[src/rtl/hoene_sel_pkg.sv]
// Shared types and helpers for the multi-input selector.
// State encoding, select-width function, lowest-set-bit pick.
package hoene_sel_pkg;

  typedef enum logic {
    SEARCH = 1'b0,
    LOCKED = 1'b1
  } state_t;

  function automatic int sel_w(input int n);
    return (n > 2) ? $clog2(n) : 1;
  endfunction

  function automatic int lowest_set(
    input logic [31:0] v
  );
    int idx;
    idx = 0;
    for (int i = 31; i >= 0; i--)
      if (v[i]) idx = i;
    return idx;
  endfunction

endpackage

[src/rtl/hoene_edge_counter.sv]
// Per-channel synchroniser, rising-edge detect and
// saturating edge counter with clear and freeze.
module hoene_edge_counter
  import hoene_sel_pkg::*;
#(
  parameter int CNT_W       = 6,
  parameter int THRESH      = 63,
  parameter int SYNC_STAGES = 2
) (
  input  logic clk,
  input  logic rst,
  input  logic din,
  input  logic clear,
  input  logic freeze,
  output logic sync,
  output logic rise,
  output logic hit
);

  localparam logic [CNT_W-1:0] TH =
    CNT_W'(THRESH);

  logic [SYNC_STAGES-1:0] sq;
  logic                   prev;
  logic [CNT_W-1:0]       cnt;

  assign sync = sq[SYNC_STAGES-1];
  assign rise = sync & ~prev;
  assign hit  = (cnt == TH);

  // Synchroniser chain plus delayed copy for edge detect
  always_ff @(posedge clk or posedge rst) begin
    if (rst) begin
      sq   <= '0;
      prev <= 1'b0;
    end else begin
      sq   <= {sq[SYNC_STAGES-2:0], din};
      prev <= sq[SYNC_STAGES-1];
    end
  end

  // Saturating edge count; clear drops same-cycle edges
  always_ff @(posedge clk or posedge rst) begin
    if (rst)
      cnt <= '0;
    else if (clear)
      cnt <= '0;
    else if (!freeze && rise && !hit)
      cnt <= cnt + 1'b1;
  end

endmodule

[src/rtl/hoene_multi_input_selector.sv]
// Activity-based N-input selector: locks first busy channel.
// Optional lock-loss watchdog with `LOSS_DETECT_EN.
module hoene_multi_input_selector
  import hoene_sel_pkg::*;
#(
  parameter int NUM_CH      = 4,
  parameter int CNT_W       = 6,
  parameter int THRESH      = 2**CNT_W-1,
  parameter int SYNC_STAGES = 2,
  parameter int DEFAULT_CH  = 0,
  parameter int TIMEOUT_W   = 8,
  localparam int SEL_W      = sel_w(NUM_CH)
) (
  input  logic              clk,
  input  logic              rst,
  input  logic [NUM_CH-1:0] in,
  input  logic              clear,
  input  logic              test_force,
  input  logic [SEL_W-1:0]  test_sel,
  output logic              out,
  output logic [SEL_W-1:0]  sel,
  output logic              locked,
  output logic              lost
);

  localparam logic [SEL_W-1:0] DEF =
    SEL_W'(DEFAULT_CH);
  localparam logic [SEL_W-1:0] MAXC =
    SEL_W'(NUM_CH-1);

  state_t              state;
  state_t              ns;
  logic [SEL_W-1:0]    lock_ch;
  logic [SEL_W-1:0]    tsel;
  logic [SEL_W-1:0]    eff;
  logic [NUM_CH-1:0]   sync;
  logic [NUM_CH-1:0]   rise;
  logic [NUM_CH-1:0]   hit;
  logic                loss_evt;
  logic                cnt_clr;
  logic                frz;

  assign frz     = (state == LOCKED);
  assign cnt_clr = clear | loss_evt;

  for (genvar g = 0; g < NUM_CH; g++) begin : g_ch
    hoene_edge_counter #(
      .CNT_W       (CNT_W),
      .THRESH      (THRESH),
      .SYNC_STAGES (SYNC_STAGES)
    ) u_ec (
      .clk    (clk),
      .rst    (rst),
      .din    (in[g]),
      .clear  (cnt_clr),
      .freeze (frz),
      .sync   (sync[g]),
      .rise   (rise[g]),
      .hit    (hit[g])
    );
  end

`ifdef LOSS_DETECT_EN
  logic [TIMEOUT_W-1:0] wd;

  assign loss_evt = (state == LOCKED) && (&wd);

  // Idle-cycle watchdog on the locked channel
  always_ff @(posedge clk or posedge rst) begin
    if (rst)
      wd <= '0;
    else if (state != LOCKED || ns != LOCKED)
      wd <= '0;
    else if (rise[lock_ch])
      wd <= '0;
    else if (!(&wd))
      wd <= wd + 1'b1;
  end
`else
  assign loss_evt = 1'b0;
`endif

  // State register
  always_ff @(posedge clk or posedge rst) begin
    if (rst) state <= SEARCH;
    else     state <= ns;
  end

  // Next state: clear beats a same-cycle lock
  always_comb begin
    ns = state;
    unique case (state)
      SEARCH: if (!clear && (|hit)) ns = LOCKED;
      LOCKED: if (cnt_clr)          ns = SEARCH;
      default:                      ns = SEARCH;
    endcase
  end

  // FSM outputs
  always_comb begin
    locked = (state == LOCKED);
    lost   = loss_evt;
  end

  // Capture lowest-index hit on entering LOCKED
  always_ff @(posedge clk or posedge rst) begin
    if (rst)
      lock_ch <= DEF;
    else if (state == SEARCH && ns == LOCKED)
      lock_ch <= SEL_W'(lowest_set(32'(hit)));
  end

  // Effective route with override clamp
  always_comb begin
    tsel = (test_sel > MAXC) ? MAXC : test_sel;
    if (test_force)     eff = tsel;
    else if (frz)       eff = lock_ch;
    else                eff = DEF;
  end

  // Registered routing outputs
  always_ff @(posedge clk or posedge rst) begin
    if (rst) begin
      out <= 1'b0;
      sel <= DEF;
    end else begin
      out <= sync[eff];
      sel <= eff;
    end
  end

endmodule
[config.mk]
export PLATFORM = sky130hd
export DESIGN_NAME = hoene_multi_input_selector
export DESIGN_NICKNAME = d
export VERILOG_FILES = /design/src/rtl/hoene_sel_pkg.sv /design/src/rtl/hoene_edge_counter.sv /design/src/rtl/hoene_multi_input_selector.sv
export SDC_FILE = /design/constraint.sdc
export NUM_CORES = 1
export LEC_CHECK = 0
export ABC_AREA = 1
export BUFFER_PORTS_ARGS = -buffer_cell sky130_fd_sc_hd__buf_2
export CAP_MARGIN = 10
export CORE_ASPECT_RATIO = 1.25
export CORE_MARGIN = 5
export CORE_UTILIZATION = 30
export DETAILED_ROUTE_END_ITERATION = 8
export PLACE_DENSITY = 0.49
export SYNTH_ARGS = -nofsm -noshare
export SYNTH_HDL_FRONTEND = slang
export SYNTH_HIERARCHICAL = 1
export SYNTH_SLANG_ARGS = --single-unit
[constraint.sdc]
create_clock -name clk -period 1.61 [get_ports clk]
set_input_delay 0.322 -clock clk [delete_from_list [all_inputs] [get_ports clk]]
set_output_delay 0.322 -clock clk [all_outputs]
set_load 0.05 [all_outputs]
======== Yosys cells after proc, flatten, opt, wreduce, memory -nomap -nowiden ========
Cells that the tools add are included.
storage, ports and cells
  output and inout port bits .............. 5
  word-level logic and storage cells ...... 76
  register bits after elaboration ......... 42
  input port bits ......................... 10
cells by class
  eq/ne operators ......................... 4
  reductions and logical operators ........ 21
  bitwise logic cells ..................... 9
  $add $sub $neg .......................... 4
  multiplexer cells ....................... 20
  $lt $le $gt $ge ......................... 2
operators with widths
  kind                 number
  $mux 6               8
  $add 6x1->6 const B  4
  $eq 6x6->1 const B   4
  $mux 2               7
  $logic_and 1x1->1    10
  $reduce_bool 2->1    4
  $logic_not 1->1      6
  $not 1->1            5
  $and 1x1->1          4
  $reduce_or 4->1      1
  $lt 2x3->1 const B   1
  $mux 1               3
  $bmux 1 s2           1
  $gt 2x2->1 const B   1
  $pmux 1 s2           1

======== Longest topological paths before layout ========
  depth after elaboration ................. 6
  depth in mapped cells ................... 10
  mapped depth without buffers ............ 10

======== Cells and area by module ========
The synthesis kept the hierarchy.
modules (own cells, without submodules)
  module                      times used  cells each  area each (µm²)  seq. area each (µm²)
  hoene_edge_counter          4           61          500.5            225.2
  hoene_multi_input_selector  1           53          352.8            150.1

======== Worst setup path after synthesis ========
Ideal clock, no wire load.
  kind .................................... register to register
  from .................................... register state, in the netlist locked
  to ...................................... register out
  buffers on the path ..................... 0
  required time ........................... 1.493 ns
  clock period less this slack ............ 1.418 ns
  arrival time ............................ 1.301 ns
  library setup time ...................... 0.117 ns
  setup slack ............................. 0.192 ns
  stages on the path, launching flop included .. 6
  cell sequence ........................... dfrtp_1 -> nand2_1 -> nand2_1 -> o21ai_1 -> nand3_1 -> nand2_1
between the ends
  cells in the longest elaborated chain, start to end .. 4
RTL lines
  element                       RTL line                           source
  start, declared               hoene_multi_input_selector.sv:31   state_t state;
  start signal, assigned        hoene_multi_input_selector.sv:86   else state <= ns;
  $mux 2                        hoene_multi_input_selector.sv:117  else if (frz) eff = lock_ch;
  $mux 2                        hoene_multi_input_selector.sv:116  if (test_force) eff = tsel;
  $bmux 1 s2                    hoene_multi_input_selector.sv:127  out <= sync[eff];
  $mux 1 (implied by the code)  hoene_multi_input_selector.sv:127
  end signal, assigned          hoene_multi_input_selector.sv:127
  end, declared                 hoene_multi_input_selector.sv:20   output logic out,
Every way passes these cells. The select of a mux whose other input is x is not followed.
A chain may end at the register's enable or synchronous reset.

======== Worst setup path after layout ========
  from .................................... register g_ch[3].u_ec.cnt[0]
  to ...................................... register lock_ch[0]
between the ends
  cells in the longest elaborated chain, start to end .. 6
  elaborated cells between the ends (all ways) .. 10
  classes of those cells .................. 1 x eq/ne; 6 x mux; 3 x reduce/logical
RTL lines
  element                 RTL line                           source
  start, declared         hoene_edge_counter.sv:25           logic [CNT_W-1:0] cnt;
  start signal, assigned  hoene_edge_counter.sv:49           cnt <= cnt + 1'b1;
  $eq 6x6->1 *            hoene_edge_counter.sv:29           assign hit = (cnt == TH);
  named net hit[3]        hoene_multi_input_selector.sv:38   logic [NUM_CH-1:0] hit;
  $reduce_or 4->1         hoene_multi_input_selector.sv:93   SEARCH: if (!clear && (|hit)) ns = LOCKED;
  $logic_and 1x1->1       hoene_multi_input_selector.sv:93
  $mux 1                  hoene_multi_input_selector.sv:93
  $pmux 1 s2              hoene_multi_input_selector.sv:92   unique case (state)
  $logic_and 1x1->1       hoene_multi_input_selector.sv:109  else if (state == SEARCH && ns == LOCKED)
  end signal, assigned    hoene_multi_input_selector.sv:110  lock_ch <= SEL_W'(lowest_set(32'(hit)));
  end, declared           hoene_multi_input_selector.sv:33   logic [SEL_W-1:0] lock_ch;
Mark *: on every way through the listed nets, which the timed path passes. The rest lies on a longest branch.

==> results_dict.tcl <==
set metrics [dict create \
    status "completed" \
    drc 0 \
    rsz0062_at_grt "no" \
    r2r_end "lock_ch[0]" \
    clock_latency_ps 290 \
    use_met2_pct 15.8 \
    pre_cts_ws_ps 80.7 \
    grt_most_used_layer "met2" \
    maxCapViolCount 0 \
    power_density_nw_per_um2 763 \
    reg2reg_from "g_ch[3].u_ec/cnt[0]" \
    routed_via_density 4.43 \
    layout_min_cycle_time_ps 1490 \
    fill_cells 821 \
    critPathMaxFanout 4 \
    arrival_ps 1660 \
    cts_tree "done" \
    start_util_pct 30.4 \
    slew_violations 0 \
    synth_cells 293 \
    synth_warnings 6 \
    path_clk_slew_ps 80 \
    cts_made_buffers 5 \
    io_pins 15 \
    area_growth_syn_to_layout_pct 12.6 \
    cts_max_path_buffers 2 \
    track_usage_pct 9.98 \
    cts_root_buffer "clkbuf_8" \
    dieArea_um2 9680 \
    tns_ps 0 \
    finClkSkew_ps 5.12 \
    via_count 1818 \
    crit_path_end_kind "flop" \
    criticalPathCategory "reg2reg" \
    cp.required_ps 1790 \
    hold_violations 0 \
    htree_levels 2 \
    reg2regPathDepth 9 \
    post-route-period-util_pct 92.4 \
    vdd_drop_max_mv 0.247 \
    multi_input_area_um2 1100 \
    cp_common_cell "nand2_1" \
    routabilityCongestion 0.801 \
    num_rows 36 \
    min_to "g_ch[1].u_ec/sq[0]" \
    io_buffers 13 \
    die_w_um 89.0 \
    grt_pass1_wl_um 7610 \
    static-leakage-power_nw 1.40 \
    use_met1_pct 13.1 \
    grt_pass1_vias 1708 \
    grt_overflow_total 0 \
    routedWlPerCell_um 10.5 \
    holdPathStages 1 \
    final_common_cell "nand2_1" \
    max_stage_delay_ps 410 \
    regToRegSetupSlack_ps 120 \
    dr.first_iter.drc_count 65 \
    syn_area_per_cell_um2 7.99 \
    grt_max_degree 15 \
    grt_use_met3_pct 2.42 \
    nets 328 \
    synth_nets 307 \
    max_freq_mhz 673 \
    cp_slowest_cell "dfrtp_1" \
    drive_above_1_share_pct 18.4 \
    hold_path_class "in2reg" \
    clock_sinks 42 \
    setup_slack_ps 123 \
    core_um2 7700 \
    startpoint_type "flop" \
    worstHoldStart "in[1]" \
    crit_start "g_ch[3].u_ec/cnt[0]" \
    path_cells "ha_1, nand2_1, inv_2, nand2_4, inv_1, nor2_2, nand2_1, nand3_1, o21ai_0" \
    grt_antenna_before_repair 0 \
    mappedNetlistArea_um2 2340 \
    final_cell_mix "nand2_1, nand3_1, dfrtp_1" \
    regArea_um2 1050 \
    setup-violations-final 0 \
    totalWireLength_um 4310 \
    place_hpwl_um 3250 \
    die_h_um 109 \
    antenna_cells 0 \
    drt_first_pass_iters 4 \
    ant_nets 0 \
]
## worst max-delay path by stage
stage                      end  slack (ps)
global placement    lock_ch[0]         100
detailed placement  lock_ch[0]          80
finish              lock_ch[0]         120
CTS                 lock_ch[0]          50
global route        lock_ch[0]          10
floorplan                  out         190
## final cells by class
cell class                 count  share of cell area, %
clock inverter                 1                  0.190
sequential                    42                   39.9
inverter                      52                   7.41
tap                           95                   4.51
timing repair buffer          15                   3.13
clock buffer                   7                   3.28
multi-input combinational    198                   41.6
## repair_timing
item                                   CTS  global route
endpoints found under the hold margin    2             0
setup endpoints to repair                0             2
hold buffers                             1             0
resized for setup                        0             3
buffers inserted                         0             0
## critical path, delay by kind of cell (launching register included)
| kind | cells | cell delay (ps) |
|---|---|---|
| buffers and inverters | 2 | 150 |
| AO/OA/AOI/OAI | 1 | 90 |
| flip-flops | 1 | 410 |
| adder cells (fa/ha/maj) | 1 | 230 |
| AND/OR/NAND/NOR | 5 | 480 |
## per-stage QoR
stage | area (um2) | power, mW | hold WS [ps] | util, % | cells
after detailed placement | 2520 | 1.32 | 325 | 32.8 | 401
after CTS | 2630 | 2.06 | 114 | 34.1 | 410
after global routing | 2640 | 2.12 | 105 | 34.2 | 410
after floorplan | 2340 | 1.27 | 113 | - | 293
after global placement | 2520 | 1.32 | 325 | 32.8 | 401
final | 2640 | 2.01 | 128 | 34.2 | 410
## report_power, final
part | switching [mW] | internal (mW) | leakage (nW)
combinational | 0.136 | 0.0545 | 0.797
clock | 0.367 | 0.347 | 0.0482
sequential | 0.0199 | 1.09 | 0.552
total | 0.523 | 1.49 | 1.40
## sequential cells by signal (all words and copies together), names as in the netlist
| signal | cells |
|---|---|
| g_ch.u_ec/cnt | 24 |
| g_ch.u_ec/prev | 4 |
| g_ch.u_ec/sq | 8 |
| lock_ch | 2 |
| locked | 1 |
| out | 1 |
| sel | 2 |
## routing by layer
metal	share of wire, %	vias up
met2	45	22
met5	0	-
met1	49	835
met4	1.9	0
met3	3.8	6
li1	-	955
No activity file was read; power rests on OpenSTA's default activity.
